**config.mk**
```make
export PLATFORM = sky130hd
export DESIGN_NAME = sample_i2s_tx
export DESIGN_NICKNAME = d
export VERILOG_FILES = /design/src/rtl/sample_i2s_tx.sv
export SDC_FILE = /design/constraint.sdc
export NUM_CORES = 1
export LEC_CHECK = 0
export BUFFER_PORTS_ARGS = -buffer_cell sky130_fd_sc_hd__buf_2
export CAP_MARGIN = 20
export CORE_MARGIN = 2
export CORE_UTILIZATION = 65
export CTS_CLUSTER_SIZE = 30
export DETAILED_ROUTE_END_ITERATION = 6
export PLACE_DENSITY = 0.9
export SYNTH_ARGS = -nofsm -noshare
export SYNTH_HDL_FRONTEND = slang
export SYNTH_SLANG_ARGS = --single-unit
```
**constraint.sdc**
```tcl
create_clock -name i_clk48 -period 7.3 [get_ports i_clk48]
set_input_delay 1.095 -clock i_clk48 [delete_from_list [all_inputs] [get_ports i_clk48]]
set_output_delay 1.095 -clock i_clk48 [all_outputs]
set_load 0.05 [all_outputs]
```
**src/rtl/sample_i2s_tx.sv**
```systemverilog
// Mono sample FIFO feeding a left-justified I2S-style serialiser; the same sample goes out in both slots.
// o_bclk is generated as registered data from i_clk48, not as a clock.
//   state | meaning
//   IDLE  | serial outputs held low, waiting for FIFO to reach START_LVL
//   RUN   | 64-bit frames being shifted out, one sample per frame
module sample_i2s_tx #(
  parameter int DEPTH     = 16,
  parameter int START_LVL = 8,
  parameter int PAUSE_LVL = 12,
  parameter int BCLK_HALF = 8
) (
  input  logic        i_clk48,
  input  logic        i_rst48_n,
  input  logic [15:0] i_sample,
  input  logic        i_pulse,
  input  logic        i_clr_err,
  output logic        o_pause,
  output logic        o_bclk,
  output logic        o_lrck,
  output logic        o_sdata,
  output logic [4:0]  o_level,
  output logic        o_overflow,
  output logic        o_underrun
);

  localparam int AW = $clog2(DEPTH);
  localparam int DW = (BCLK_HALF > 1) ? $clog2(BCLK_HALF) : 1;
  localparam logic [4:0]    FULL_L  = 5'(DEPTH);
  localparam logic [4:0]    START_L = 5'(START_LVL);
  localparam logic [4:0]    PAUSE_L = 5'(PAUSE_LVL);
  localparam logic [DW-1:0] DIV_TC  = DW'(BCLK_HALF - 1);

  typedef enum logic {IDLE, RUN} state_t;

  state_t          state, state_nx;
  logic [15:0]     mem [DEPTH];
  logic [AW-1:0]   wr_ptr, rd_ptr;
  logic [15:0]     cur, cur_nx, head;
  logic [DW-1:0]   div, div_nx;
  logic [5:0]      b, b_nx;
  logic            bclk_nx, lrck_nx, sdata_nx;
  logic            pop, push, drop, underrun_set;

  // Frame bit: MSB-first in the first 16 bits of each 32-bit slot, zero padding after.
  function automatic logic frame_bit(input logic [15:0] s, input logic [5:0] idx);
    frame_bit = idx[4] ? 1'b0 : s[4'd15 - idx[3:0]];
  endfunction

  assign head = mem[rd_ptr];
  assign push = i_pulse && ((o_level < FULL_L) || pop);
  assign drop = i_pulse && !push;

  always_ff @(posedge i_clk48) begin
    if (!i_rst48_n) state <= IDLE;
    else            state <= state_nx;
  end

  always_comb begin
    state_nx     = state;
    div_nx       = div;
    b_nx         = b;
    cur_nx       = cur;
    bclk_nx      = o_bclk;
    lrck_nx      = o_lrck;
    sdata_nx     = o_sdata;
    pop          = 1'b0;
    underrun_set = 1'b0;
    case (state)
      IDLE: begin
        div_nx   = '0;
        b_nx     = '0;
        bclk_nx  = 1'b0;
        lrck_nx  = 1'b0;
        sdata_nx = 1'b0;
        if (o_level >= START_L) begin
          state_nx = RUN;
          pop      = 1'b1;
          cur_nx   = head;
          sdata_nx = frame_bit(head, 6'd0);
        end
      end
      RUN: begin
        if (div == DIV_TC) begin
          div_nx  = '0;
          bclk_nx = ~o_bclk;
          if (o_bclk) begin
            b_nx = b + 6'd1;
            if (b == 6'd63) begin
              if (o_level != 5'd0) begin
                pop      = 1'b1;
                cur_nx   = head;
                lrck_nx  = 1'b0;
                sdata_nx = frame_bit(head, 6'd0);
              end else begin
                underrun_set = 1'b1;
                state_nx     = IDLE;
                bclk_nx      = 1'b0;
                lrck_nx      = 1'b0;
                sdata_nx     = 1'b0;
              end
            end else begin
              lrck_nx  = b_nx[5];
              sdata_nx = frame_bit(cur, b_nx);
            end
          end
        end else begin
          div_nx = div + DW'(1);
        end
      end
      default: state_nx = IDLE;
    endcase
  end

  always_ff @(posedge i_clk48) begin
    if (push) mem[wr_ptr] <= i_sample;
  end

  always_ff @(posedge i_clk48) begin
    if (!i_rst48_n) begin
      wr_ptr     <= '0;
      rd_ptr     <= '0;
      o_level    <= '0;
      o_pause    <= 1'b0;
      cur        <= '0;
      div        <= '0;
      b          <= '0;
      o_bclk     <= 1'b0;
      o_lrck     <= 1'b0;
      o_sdata    <= 1'b0;
      o_overflow <= 1'b0;
      o_underrun <= 1'b0;
    end else begin
      if (push) wr_ptr <= wr_ptr + AW'(1);
      if (pop)  rd_ptr <= rd_ptr + AW'(1);
      case ({push, pop})
        2'b10:   o_level <= o_level + 5'd1;
        2'b01:   o_level <= o_level - 5'd1;
        default: o_level <= o_level;
      endcase
      o_pause <= (o_level >= PAUSE_L);
      cur     <= cur_nx;
      div     <= div_nx;
      b       <= b_nx;
      o_bclk  <= bclk_nx;
      o_lrck  <= lrck_nx;
      o_sdata <= sdata_nx;
      // A new error event wins over a clear arriving in the same cycle.
      if (drop)           o_overflow <= 1'b1;
      else if (i_clr_err) o_overflow <= 1'b0;
      if (underrun_set)   o_underrun <= 1'b1;
      else if (i_clr_err) o_underrun <= 1'b0;
    end
  end

endmodule
```
==> results.md, run 1 <==
* Half-perimeter wire length of the detailed placement result at 13.9 mm
* Slew Limit Headroom at 27.2%
* Startpoint types: register
* Final-stage net count at 718
* Area share of the leading cell type in the synthesized netlist at 63.6%
* Mean cell area of the mapped netlist at 18.9 um2
* Vias at 6232
* WL/cell at 27.5 um
* Static leakage at 0.00442 uW
* GRT Util Overall at 27.0%
* Worst slack, placed at 3490 ps
* Nature of the critical path endpoint: register
* Setup TNS at 0 ps
* Share of post-route cells with drive strength above 1 at 23.2%
* Root cell of the clock tree: sky130_fd_sc_hd__clkbuf_16
* Total standard cell area after synthesis at 0.0121 mm2
* Peak fanout along the critical path at 20
* Post-cts hold buffer count at 0
* Max frequency at 256 MHz
* Max-slew violations at 0
* Largest net degree at the start of global routing at 62
* Area of the placeable core at 0.0181 mm2
* Library cell with the highest instance count after synthesis: sky130_fd_sc_hd__edfxtp_1
* Final critical-path share of the clock period at 53.5%
* Final hold violation count at 0
* First DRT Iteration DRCs at 714
* Number of antenna violations at the first check in global routing at 1
* Reported max-cap violation count at 0
* Post-synth net total at 671
* Count of flip-flops with a built-in enable after synthesis at 256
* Congestion Overflow GR at 0
* Most used standard cells in the synthesized netlist: sky130_fd_sc_hd__edfxtp_1 (256), sky130_fd_sc_hd__mux4_2 (55), sky130_fd_sc_hd__dfxtp_1 (49)
* Worst EP arrival at 4370 ps
* Worst VDD drop at 0.247 mV
* CTS clock-pin slew for the worst setup and hold paths at 60 ps
* Category of the critical setup timing path: reg -> reg
* Setup violations, final at 0
* Result of the run: finished, final reports clean
* Number of different library cells in the post-synthesis netlist at 45
* Post-detailed-route via-to-cell ratio at 6.63
* RePlAce Congestion at 0.789
* Min Clock Period, post-route at 3900 ps
* Layout overhead on the synthesized area at 12.5%
* Wire length of the first global-routing pass at 38.6 mm
* Slew @ Worst Pin at 1090 ps
* Number of detailed-routing iterations run before antenna repair at 5
* Endpoint required time on the critical path at 7770 ps
* Cts bufs inserted at 30
* Ranking of synthesized cells by area: sky130_fd_sc_hd__edfxtp_1 (64%), sky130_fd_sc_hd__mux4_2 (10%), sky130_fd_sc_hd__dfxtp_1 (8.1%)
* I/O pin count at 31
* Power per unit of standard cell area at 269 mW/mm2
* Setup repair after global routing missed its margin: false
* Clock Skew at 28.5 ps
* Via count of the first global-routing pass at 6442
* Resize count post-CTS at 0
* Die Outline Area at 0.0197 mm2
* Proportion of synthesized chip area in sequential cells at 71.7%
* Share of flip-flops with an asynchronous set or reset at 0%
* Number of port buffers at 30
* Antenna viol nets, final at 0
* Cell count after synthesis at 640
* Die X-Extent at 140 um
* TritonCTS clock tree: done
* Seq cells post-synth at 305
* Setup slack after layout at 3400 ps
* Wire length after detailed routing at 25.8 mm
* Number of placement rows at 49
* Flip-flop cell with the highest count after synthesis: sky130_fd_sc_hd__edfxtp_1
* Number of levels the H-tree was split into at 1
* Worst-skew pair later-pin latency at 570 ps
* Worst hold path type: reg -> reg
* Number of warnings issued by yosys at 0
* Die height at 140 um
* Post-CTS Repair Setup Buffers at 0
* Number of filler instances in the final layout at 919
* Final routed DRC violation total at 0
* Yosys top cell by area: sky130_fd_sc_hd__edfxtp_1
* Starting density of the core at 66.8%
* Clk sinks at 305
* Final antenna diode count at 0
* Maximum clock insertion buffer count at 3
==> worst max-delay path, stage by stage (launching register included) <==
cell                      delay [ps]
sky130_fd_sc_hd__dfxtp_1         560
sky130_fd_sc_hd__ha_1            330
sky130_fd_sc_hd__nand3_1         180
sky130_fd_sc_hd__o31ai_2         320
sky130_fd_sc_hd__nand2_2         290
sky130_fd_sc_hd__inv_2           380
sky130_fd_sc_hd__ha_1            420
sky130_fd_sc_hd__xor2_1          120
sky130_fd_sc_hd__ha_1            190
sky130_fd_sc_hd__a21oi_1         270
sky130_fd_sc_hd__a32o_1          220
sky130_fd_sc_hd__a21oi_1          50
sky130_fd_sc_hd__or3_1           320
sky130_fd_sc_hd__a21oi_1         160
==> cells in the final DEF, fill, tap and decap left out, types with 2 or more instances in the layout <==
cell and n:
sky130_fd_sc_hd__mux4_1 27, sky130_fd_sc_hd__buf_2 30, sky130_fd_sc_hd__a21oi_1 32, sky130_fd_sc_hd__bufinv_16 7, sky130_fd_sc_hd__nor2_1 32, sky130_fd_sc_hd__dfxtp_2 2, sky130_fd_sc_hd__nand2_1 48, sky130_fd_sc_hd__nor3_2 4
sky130_fd_sc_hd__edfxtp_1 256, sky130_fd_sc_hd__ha_1 11, sky130_fd_sc_hd__xnor2_1 9, sky130_fd_sc_hd__clkinv_2 4, sky130_fd_sc_hd__nor3_1 3, sky130_fd_sc_hd__nand2b_1 4, sky130_fd_sc_hd__buf_4 18, sky130_fd_sc_hd__dfxtp_1 46
sky130_fd_sc_hd__clkbuf_1 7, sky130_fd_sc_hd__mux2_2 3, sky130_fd_sc_hd__nand2_2 2, sky130_fd_sc_hd__clkbuf_16 30, sky130_fd_sc_hd__o21ai_0 6, sky130_fd_sc_hd__inv_1 8, sky130_fd_sc_hd__or3_1 5, sky130_fd_sc_hd__xor2_1 8
sky130_fd_sc_hd__and3_1 2, sky130_fd_sc_hd__nand3_1 8, sky130_fd_sc_hd__nor3b_1 6, sky130_fd_sc_hd__and2_1 4, sky130_fd_sc_hd__clkinv_1 5, sky130_fd_sc_hd__a211oi_1 2, sky130_fd_sc_hd__mux4_2 55, sky130_fd_sc_hd__mux2i_1 4
sky130_fd_sc_hd__o22ai_1 2
==> area by class of cell <==
| class | count | area, um2 | area share [%] |
|---|---|---|---|
| clock inverter | 18 | 287 | 2.11 |
| inverter | 9 | 33.8 | 0.248 |
| clock buffer | 38 | 791 | 5.82 |
| sequential | 305 | 8670 | 63.8 |
| multi-input combinational | 292 | 3210 | 23.6 |
| timing repair buffer | 49 | 313 | 2.30 |
| tap | 229 | 287 | 2.11 |
==> flip-flops by register name, indices dropped and copies added (netlist names), named ones only <==
register	cells
mem	256
cur	16
b	6
o_level	5
rd_ptr	4
wr_ptr	4
div	3
o_bclk	1
o_lrck	1
o_overflow	1
o_pause	1
o_sdata	1
o_underrun	1
state	1
==> logic make-up after synthesis <==
family | synth area share, %
buf+inv | 1.84
fa+ha+maj | 1.14
simple gates | 4.54
flops | 71.7
mux | 16.7
xor+xnor | 1.37
compound gates | 2.64
==> final timing paths <==
| path | start | end | slack, ps | cells after the start |
|---|---|---|---|---|
| worst max-delay path | b[0]$_SDFFE_PN0P_ | o_level[4]$_SDFFE_PN0P_ | 3400 | 13 |
| worst min-delay path | div[0]$_SDFF_PP0_ | div[0]$_SDFF_PP0_ | 450 | 1 |
| worst max register to register | b[0]$_SDFFE_PN0P_ | o_level[4]$_SDFFE_PN0P_ | 3400 | 13 |
| worst min register to register | div[0]$_SDFF_PP0_ | div[0]$_SDFF_PP0_ | 450 | 1 |
==> report_power, final <==
| group | switching (uW) | internal [uW] |
|---|---|---|
| Combinational | 58.3 | 26.2 |
| Sequential | 8.14 | 1900 |
| Clock | 645 | 1020 |
==> per-layer routing <==
metal	share of wire (%)	vias to the layer above	track usage (%)
li1	-	2655	-
met1	37	3143	34.8
met2	51	360	45.9
met3	8.7	74	6.22
met4	3.2	0	9.57
met5	0	-	0
==> metrics by stage <==
stage,util [%],hold slack (ps),cells,power [uW],cell area (um2)
detailed placement,69.2,448,884,2030,12500
floorplan,-,404,640,1990,12100
global route,75.2,476,940,3740,13600
finish,75.2,448,940,3660,13600
CTS,75.2,461,940,3670,13600
global placement,69.1,413,883,2020,12500
(Power assumes the default switching activity.)
==> run 2: changes to the inputs <==
- CORE_UTILIZATION: 65 -> 62
- PLACE_DENSITY: 0.9 -> 0.87
- clock period: 7.3 -> 4 ns (I/O delays scaled with it)
==> run 2 against run 1 <==
- routed wire length barely moved
- utilization fell by 4.8 points
- clock skew fell by 19 ps
- critical path depth did not move
- count of clock-buffer cells in the layout rose by 1
- fmax rose by 7.5%
- die area rose by 4.7%
- flip-flop and latch count did not move
- power rose by 72%
- critical path type unchanged
- largest power group unchanged
==> results.md, run 2 (synthesis results as in run 1) <==
* Final antenna diode count at 0 (unchanged)
* RePlAce Congestion at 0.846 (was 0.789)
* Max-slew violations at 0 (unchanged)
* Area of the placeable core at 0.0193 mm2 (was 0.0181 mm2)
* Maximum clock insertion buffer count at 3 (unchanged)
* Share of post-route cells with drive strength above 1 at 23.6% (was 23.2%)
* Area occupied by multi-input gates at 0.00321 mm2 (unchanged)
* Number of placed instances with taps included at 930 (was 884)
* Reported max-cap violation count at 0 (unchanged)
* Min Clock Period, post-route at 3630 ps (was 3900 ps)
* Post-detailed-route via-to-cell ratio at 6.47 (was 6.63)
* Die height at 144 um (was 140 um)
* Category of the critical setup timing path: reg -> reg (unchanged)
* Cts bufs inserted at 29 (was 30)
* Post-CTS Repair Setup Buffers at 0 (unchanged)
* Wire length after detailed routing at 25.8 mm (about the same)
* Max reg flops at 256 (unchanged)
* Sequential cell area at 0.00867 mm2 (about the same)
* Commonest cells after routing, fill and taps aside: sky130_fd_sc_hd__edfxtp_1 (256), sky130_fd_sc_hd__mux4_2 (55), sky130_fd_sc_hd__nand2_1 (48) (unchanged)
* CTS clock-pin slew for the worst setup and hold paths at 60 ps (about the same)
* Starting density of the core at 62.7% (was 66.8%)
* Number of placement rows at 51 (was 49)
* Final-stage net count at 728 (was 718)
* Number of filler instances in the final layout at 1179 (was 919)
* Slew Limit Headroom at 27.3% (was 27.2%)
* Worst VDD drop at 0.374 mV (was 0.247 mV)
* Wire length of the first global-routing pass at 38.3 mm (was 38.6 mm)
* WL/cell at 26.2 um (was 27.5 um)
* Number of levels the H-tree was split into at 1 (unchanged)
* Post-Layout Cell Count at 985 (was 940)
* Peak fanout along the critical path at 20 (unchanged)
* Power per unit of standard cell area at 464 mW/mm2 (was 269 mW/mm2)
* Vias at 6377 (was 6232)
* Nature of the critical path endpoint: register (unchanged)
* Most common cell after layout, fill and taps aside: sky130_fd_sc_hd__edfxtp_1 (unchanged)
* Post-cts hold buffer count at 0 (unchanged)
* Die X-Extent at 144 um (was 140 um)
* TritonCTS clock tree: done (unchanged)
* Resize count post-CTS at 0 (unchanged)
* Number of detailed-routing iterations run before antenna repair at 5 (unchanged)
* Slew @ Worst Pin at 1090 ps (about the same)
* Largest net degree at the start of global routing at 36 (was 62)
* GRT Util Overall at 25.8% (was 27.0%)
* Worst hold path type: in -> reg (was reg -> reg)
* Layout overhead on the synthesized area at 12.3% (was 12.5%)
* Antenna viol nets, final at 0 (unchanged)
* First DRT Iteration DRCs at 753 (was 714)
* Result of the run: finished, final reports clean (unchanged)
* Number of port buffers at 30 (unchanged)
* Setup TNS at 0 ps (unchanged)
* Startpoint types: register (unchanged)
* Static leakage at 0.00441 uW (was 0.00442 uW)
* Half-perimeter wire length of the detailed placement result at 15.0 mm (was 13.9 mm)
* Number of antenna violations at the first check in global routing at 0 (was 1)
* Die Outline Area at 0.0206 mm2 (was 0.0197 mm2)
* Clk sinks at 305 (unchanged)
* Final routed DRC violation total at 0 (unchanged)
* Congestion Overflow GR at 0 (unchanged)
* Worst-skew pair later-pin latency at 550 ps (was 570 ps)
* Setup repair after global routing missed its margin: false (unchanged)
* Final critical-path share of the clock period at 90.8% (was 53.5%)
* Endpoint required time on the critical path at 4470 ps (was 7770 ps)
* Register with the most flip-flops: mem (unchanged)
* Setup violations, final at 0 (unchanged)
* Regs by FF count: mem: 256 flops, cur: 16 flops, b: 6 flops (unchanged)
* I/O pin count at 31 (unchanged)
* Final hold violation count at 0 (unchanged)
* Root cell of the clock tree: sky130_fd_sc_hd__clkbuf_16 (unchanged)
* Clock Skew at 9.05 ps (was 28.5 ps)
* Max frequency at 275 MHz (was 256 MHz)
* Via count of the first global-routing pass at 6397 (was 6442)
* Worst EP arrival at 4100 ps (was 4370 ps)
-- run 2: report_power, final --
group / switching, uW / internal [uW]
clock: 1110 / 1540
combinational: 107 / 47.8
sequential: 16.6 / 3480
-- run 2: cell type report --
type	count	share of cell area (%)
clock buffers	39	5.63
clock inverters	15	1.17
inverters	9	0.249
multi-input cells	292	23.7
flip-flops and latches	305	63.9
well taps	265	2.44
repair buffers	60	2.91
-- run 2: routing by layer --
metal  global-route usage, %  vias up  wire [um]
li1                        -     2684          -
met1                    34.3     3274       9570
met2                    42.1      344      12900
met3                    6.70       75       2350
met4                    9.39        0        993
met5                       0        -          0
-- run 2: critical path, cell delays in order (launching register included) --
cell and delay (ps):
sky130_fd_sc_hd__dfxtp_1 560, sky130_fd_sc_hd__ha_1 320, sky130_fd_sc_hd__nand3_1 170, sky130_fd_sc_hd__o31ai_2 330
sky130_fd_sc_hd__nand2_2 100, sky130_fd_sc_hd__inv_2 290, sky130_fd_sc_hd__ha_1 400, sky130_fd_sc_hd__xor2_1 120
sky130_fd_sc_hd__ha_1 200, sky130_fd_sc_hd__a21oi_1 280, sky130_fd_sc_hd__a32o_1 240, sky130_fd_sc_hd__a21oi_1 60
sky130_fd_sc_hd__or3_1 320, sky130_fd_sc_hd__a21oi_1 150
-- run 2: per-stage QoR --
stage	utilization, %	total power (uW)	instance area (um2)	hold WS, ps	worst slack [ps]
after floorplan	-	3630	12100	404	557
after CTS	70.3	6330	13600	364	442
after global routing	70.4	6460	13600	387	95.9
after global placement	65.5	3690	12600	413	637
after detailed placement	65.5	3710	12600	428	465
final	70.4	6300	13600	385	370
-- run 2: final timing paths --
kind	slack, ps	from	depth (start not counted)	endpoint
hold reg to reg	430	div[0]$_SDFF_PP0_	1	div[0]$_SDFF_PP0_
setup reg to reg	370	b[0]$_SDFFE_PN0P_	13	o_level[4]$_SDFFE_PN0P_
hold / removal	390	i_clr_err	4	o_overflow$_SDFFE_PN0P_
setup / recovery	370	b[0]$_SDFFE_PN0P_	13	o_level[4]$_SDFFE_PN0P_
==> run 3: changes to the inputs <==
- CORE_ASPECT_RATIO: not set -> 1.75
- CTS_CLUSTER_DIAMETER: not set -> 80
==> run 3 against run 2 <==
- worst hold slack improved by 17 ps
- die area rose by 0.22%
- cell count fell by 5.3%
- sequential share of layout area rose by 2.6 points
- clock power fell by 38%
- utilization fell by 2.2 points
- critical path type unchanged
- largest power group unchanged
==> results.md, run 3 (synthesis results as in run 1) <==
* Result of the run: finished, final reports clean (unchanged)
* Post-cts hold buffer count at 0 (unchanged)
* Setup repair after global routing missed its margin: false (unchanged)
* Reported max-cap violation count at 0 (unchanged)
* Layout overhead on the synthesized area at 7.93% (was 12.3%)
* Power per unit of standard cell area at 404 mW/mm2 (was 464 mW/mm2)
* Clk sinks at 305 (unchanged)
* Number of detailed-routing iterations run before antenna repair at 7 (was 5)
* Via count of the first global-routing pass at 6209 (was 6397)
* Largest delay contributor family on the critical path: compound AO/OA/AOI/OAI gates (unchanged)
* Worst VDD drop at 0.379 mV (was 0.374 mV)
* Cell Chain, Critical Path: ha_1 -> nand3_1 -> o311ai_2 -> and2_1 -> inv_1 -> ha_1 -> xor2_1 -> ha_1 -> a21oi_1 -> a32o_1 -> a21oi_1 -> or3_1 -> a21oi_1 (was ha_1 -> nand3_1 -> o31ai_2 -> nand2_2 -> inv_2 -> ha_1 -> xor2_1 -> ha_1 -> a21oi_1 -> a32o_1 -> a21oi_1 -> or3_1 -> a21oi_1)
* Max reg flops at 256 (unchanged)
* Setup slack after layout at 310 ps (was 370 ps)
* Worst hold path type: in -> reg (unchanged)
* First DRT Iteration DRCs at 839 (was 753)
* Final antenna diode count at 0 (unchanged)
* Slew Limit Headroom at 26.3% (was 27.3%)
* Max-slew violations at 0 (unchanged)
* Worst-skew pair later-pin latency at 480 ps (was 550 ps)
* Post-CTS Repair Setup Buffers at 0 (unchanged)
* Number of cells on the worst reg-to-reg path at 13 (unchanged)
* Startpoint types: register (unchanged)
* Sum of buffers and inverters on the critical path at 1 (unchanged)
* Endpoint required time on the critical path at 4410 ps (was 4470 ps)
* Category of the critical setup timing path: reg -> reg (unchanged)
* Most common cell after layout, fill and taps aside: sky130_fd_sc_hd__edfxtp_1 (unchanged)
* Number of port buffers at 30 (unchanged)
* Post-detailed-route via-to-cell ratio at 6.59 (was 6.47)
* Die X-Extent at 110 um (was 144 um)
* Worst hold stages at 2 (was 4)
* Clock Skew at 17.7 ps (was 9.05 ps)
* Resize count post-CTS at 0 (unchanged)
* WL/cell at 26.6 um (was 26.2 um)
* Delay of the slowest critical-path stage at 580 ps (was 560 ps)
* Static leakage at 0.00417 uW (was 0.00441 uW)
* Final critical-path share of the clock period at 92.3% (was 90.8%)
* Worst slack, placed at 404 ps (was 465 ps)
* Max frequency at 271 MHz (was 275 MHz)
* Slowest stage cell on the critical path: sky130_fd_sc_hd__dfxtp_1 (unchanged)
* I/O pin count at 31 (unchanged)
* Number of levels the H-tree was split into at 1 (unchanged)
* Final routed DRC violation total at 0 (unchanged)
* Antenna viol nets, final at 0 (unchanged)
* Reg2Reg Setup Slack at 310 ps (was 370 ps)
* Number of antenna violations at the first check in global routing at 0 (unchanged)
* Die height at 189 um (was 144 um)
* Worst EP arrival at 4100 ps (about the same)
* Largest net degree at the start of global routing at 36 (unchanged)
* Standard cell area after detailed placement at 0.0126 mm2 (about the same)
* Critical path origin: b[0]$_SDFFE_PN0P_ (unchanged)
* Die Outline Area at 0.0207 mm2 (was 0.0206 mm2)
* Final hold violation count at 0 (unchanged)
* GRT Util Overall at 25.0% (was 25.8%)
* RePlAce Congestion at 0.845 (was 0.846)
* Half-perimeter wire length of the detailed placement result at 15.3 mm (was 15.0 mm)
* Final-stage net count at 715 (was 728)
* Commonest cells after routing, fill and taps aside: sky130_fd_sc_hd__edfxtp_1 (256), sky130_fd_sc_hd__mux4_2 (55), sky130_fd_sc_hd__nand2_1 (48) (unchanged)
* Vias at 6146 (was 6377)
* Nature of the critical path endpoint: register (unchanged)
* TritonCTS clock tree: done (unchanged)
* Number of placement rows at 67 (was 51)
* Startpoint of the worst register-to-register path: b[0]$_SDFFE_PN0P_ (unchanged)
* Wire length of the first global-routing pass at 37.2 mm (was 38.3 mm)
* Maximum clock insertion buffer count at 3 (unchanged)
* Share of the core filled with cells in the final layout at 68.2% (was 70.4%)
* Post-route cell area at 0.0130 mm2 (was 0.0136 mm2)
* Terminating pin of the worst hold path: wr_ptr[3]$_SDFFE_PN0P_ (was o_overflow$_SDFFE_PN0P_)
* Min Clock Period, post-route at 3690 ps (was 3630 ps)
* Slew @ Worst Pin at 1100 ps (was 1090 ps)
* Regs by FF count: mem: 256 flops, cur: 16 flops, b: 6 flops (unchanged)
* Setup TNS at 0 ps (unchanged)
* Register with the most flip-flops: mem (unchanged)
* Congestion Overflow GR at 0 (unchanged)
* Setup violations, final at 0 (unchanged)
* Starting density of the core at 63.2% (was 62.7%)
* Wire length after detailed routing at 24.8 mm (was 25.8 mm)
* Peak fanout along the critical path at 11 (was 20)
* Critical register-to-register path endpoint: o_level[4]$_SDFFE_PN0P_ (unchanged)
* Root cell of the clock tree: sky130_fd_sc_hd__clkbuf_16 (unchanged)
* CTS clock-pin slew for the worst setup and hold paths at 110 ps (was 60 ps)
* Beginning of the worst hold path: i_rst48_n (was i_clr_err)
* Share of post-route cells with drive strength above 1 at 21.7% (was 23.6%)
* Cts bufs inserted at 14 (was 29)
* Area of the placeable core at 0.0191 mm2 (was 0.0193 mm2)
* Min Hold Slack at 402 ps (was 385 ps)
run 3: changes by cell type in the layout (fill, tap and decap cells not counted), sizes merged:
cell    previous run  this run
clkbuf            39        22
bufinv             3         0
buf               60        62
clkinv            11         1
run 3: per-layer routing:
metal | part of all wire [%] | track usage (%) | vias to the layer above | routed length (um)
met5 | 0 | 0 | - | 0
met4 | 5.2 | 11.4 | 0 | 1280
met3 | 7.3 | 4.53 | 81 | 1820
met2 | 52 | 41.9 | 304 | 13000
met1 | 35 | 31.7 | 3128 | 8720
li1 | - | - | 2633 | -
run 3: worst max path at each step:
stage,end,cells after the start
finish,o_level[4]$_SDFFE_PN0P_,13
global route,o_level[4]$_SDFFE_PN0P_,13
CTS,o_level[4]$_SDFFE_PN0P_,13
detailed placement,o_level[4]$_SDFFE_PN0P_,13
global placement,o_level[4]$_SDFFE_PN0P_,13
floorplan,o_level[4]$_SDFFE_PN0P_,15
run 3: cell type report:
| class | instances | area [um2] |
|---|---|---|
| clock buffer | 22 | 402 |
| fill | 1181 | 6070 |
| inverter | 9 | 33.8 |
| clock inverter | 2 | 28.8 |
| tap | 241 | 302 |
| sequential | 305 | 8670 |
| multi-input combinational | 292 | 3210 |
| timing repair buffer | 62 | 390 |
run 3: worst register-to-register path, stage by stage, from the launching register on:
cell and delay [ps]:
sky130_fd_sc_hd__dfxtp_1 580, sky130_fd_sc_hd__ha_1 360, sky130_fd_sc_hd__nand3_1 180, sky130_fd_sc_hd__o311ai_2 320, sky130_fd_sc_hd__and2_1 320, sky130_fd_sc_hd__inv_1 120, sky130_fd_sc_hd__ha_1 310, sky130_fd_sc_hd__xor2_1 190
sky130_fd_sc_hd__ha_1 200, sky130_fd_sc_hd__a21oi_1 290, sky130_fd_sc_hd__a32o_1 220, sky130_fd_sc_hd__a21oi_1 50, sky130_fd_sc_hd__or3_1 320, sky130_fd_sc_hd__a21oi_1 160
run 3: per-stage QoR:
step,instances,power (uW)
finish,933,5270
global route,933,5420
detailed placement,909,3710
floorplan,640,3630
CTS,933,5300
global placement,909,3690
run 3: where the power goes:
part,internal (uW),switching [uW],total (uW)
combinational,47.4,102,149
clock,721,909,1630
sequential,3470,16.9,3490
total,4240,1030,5270
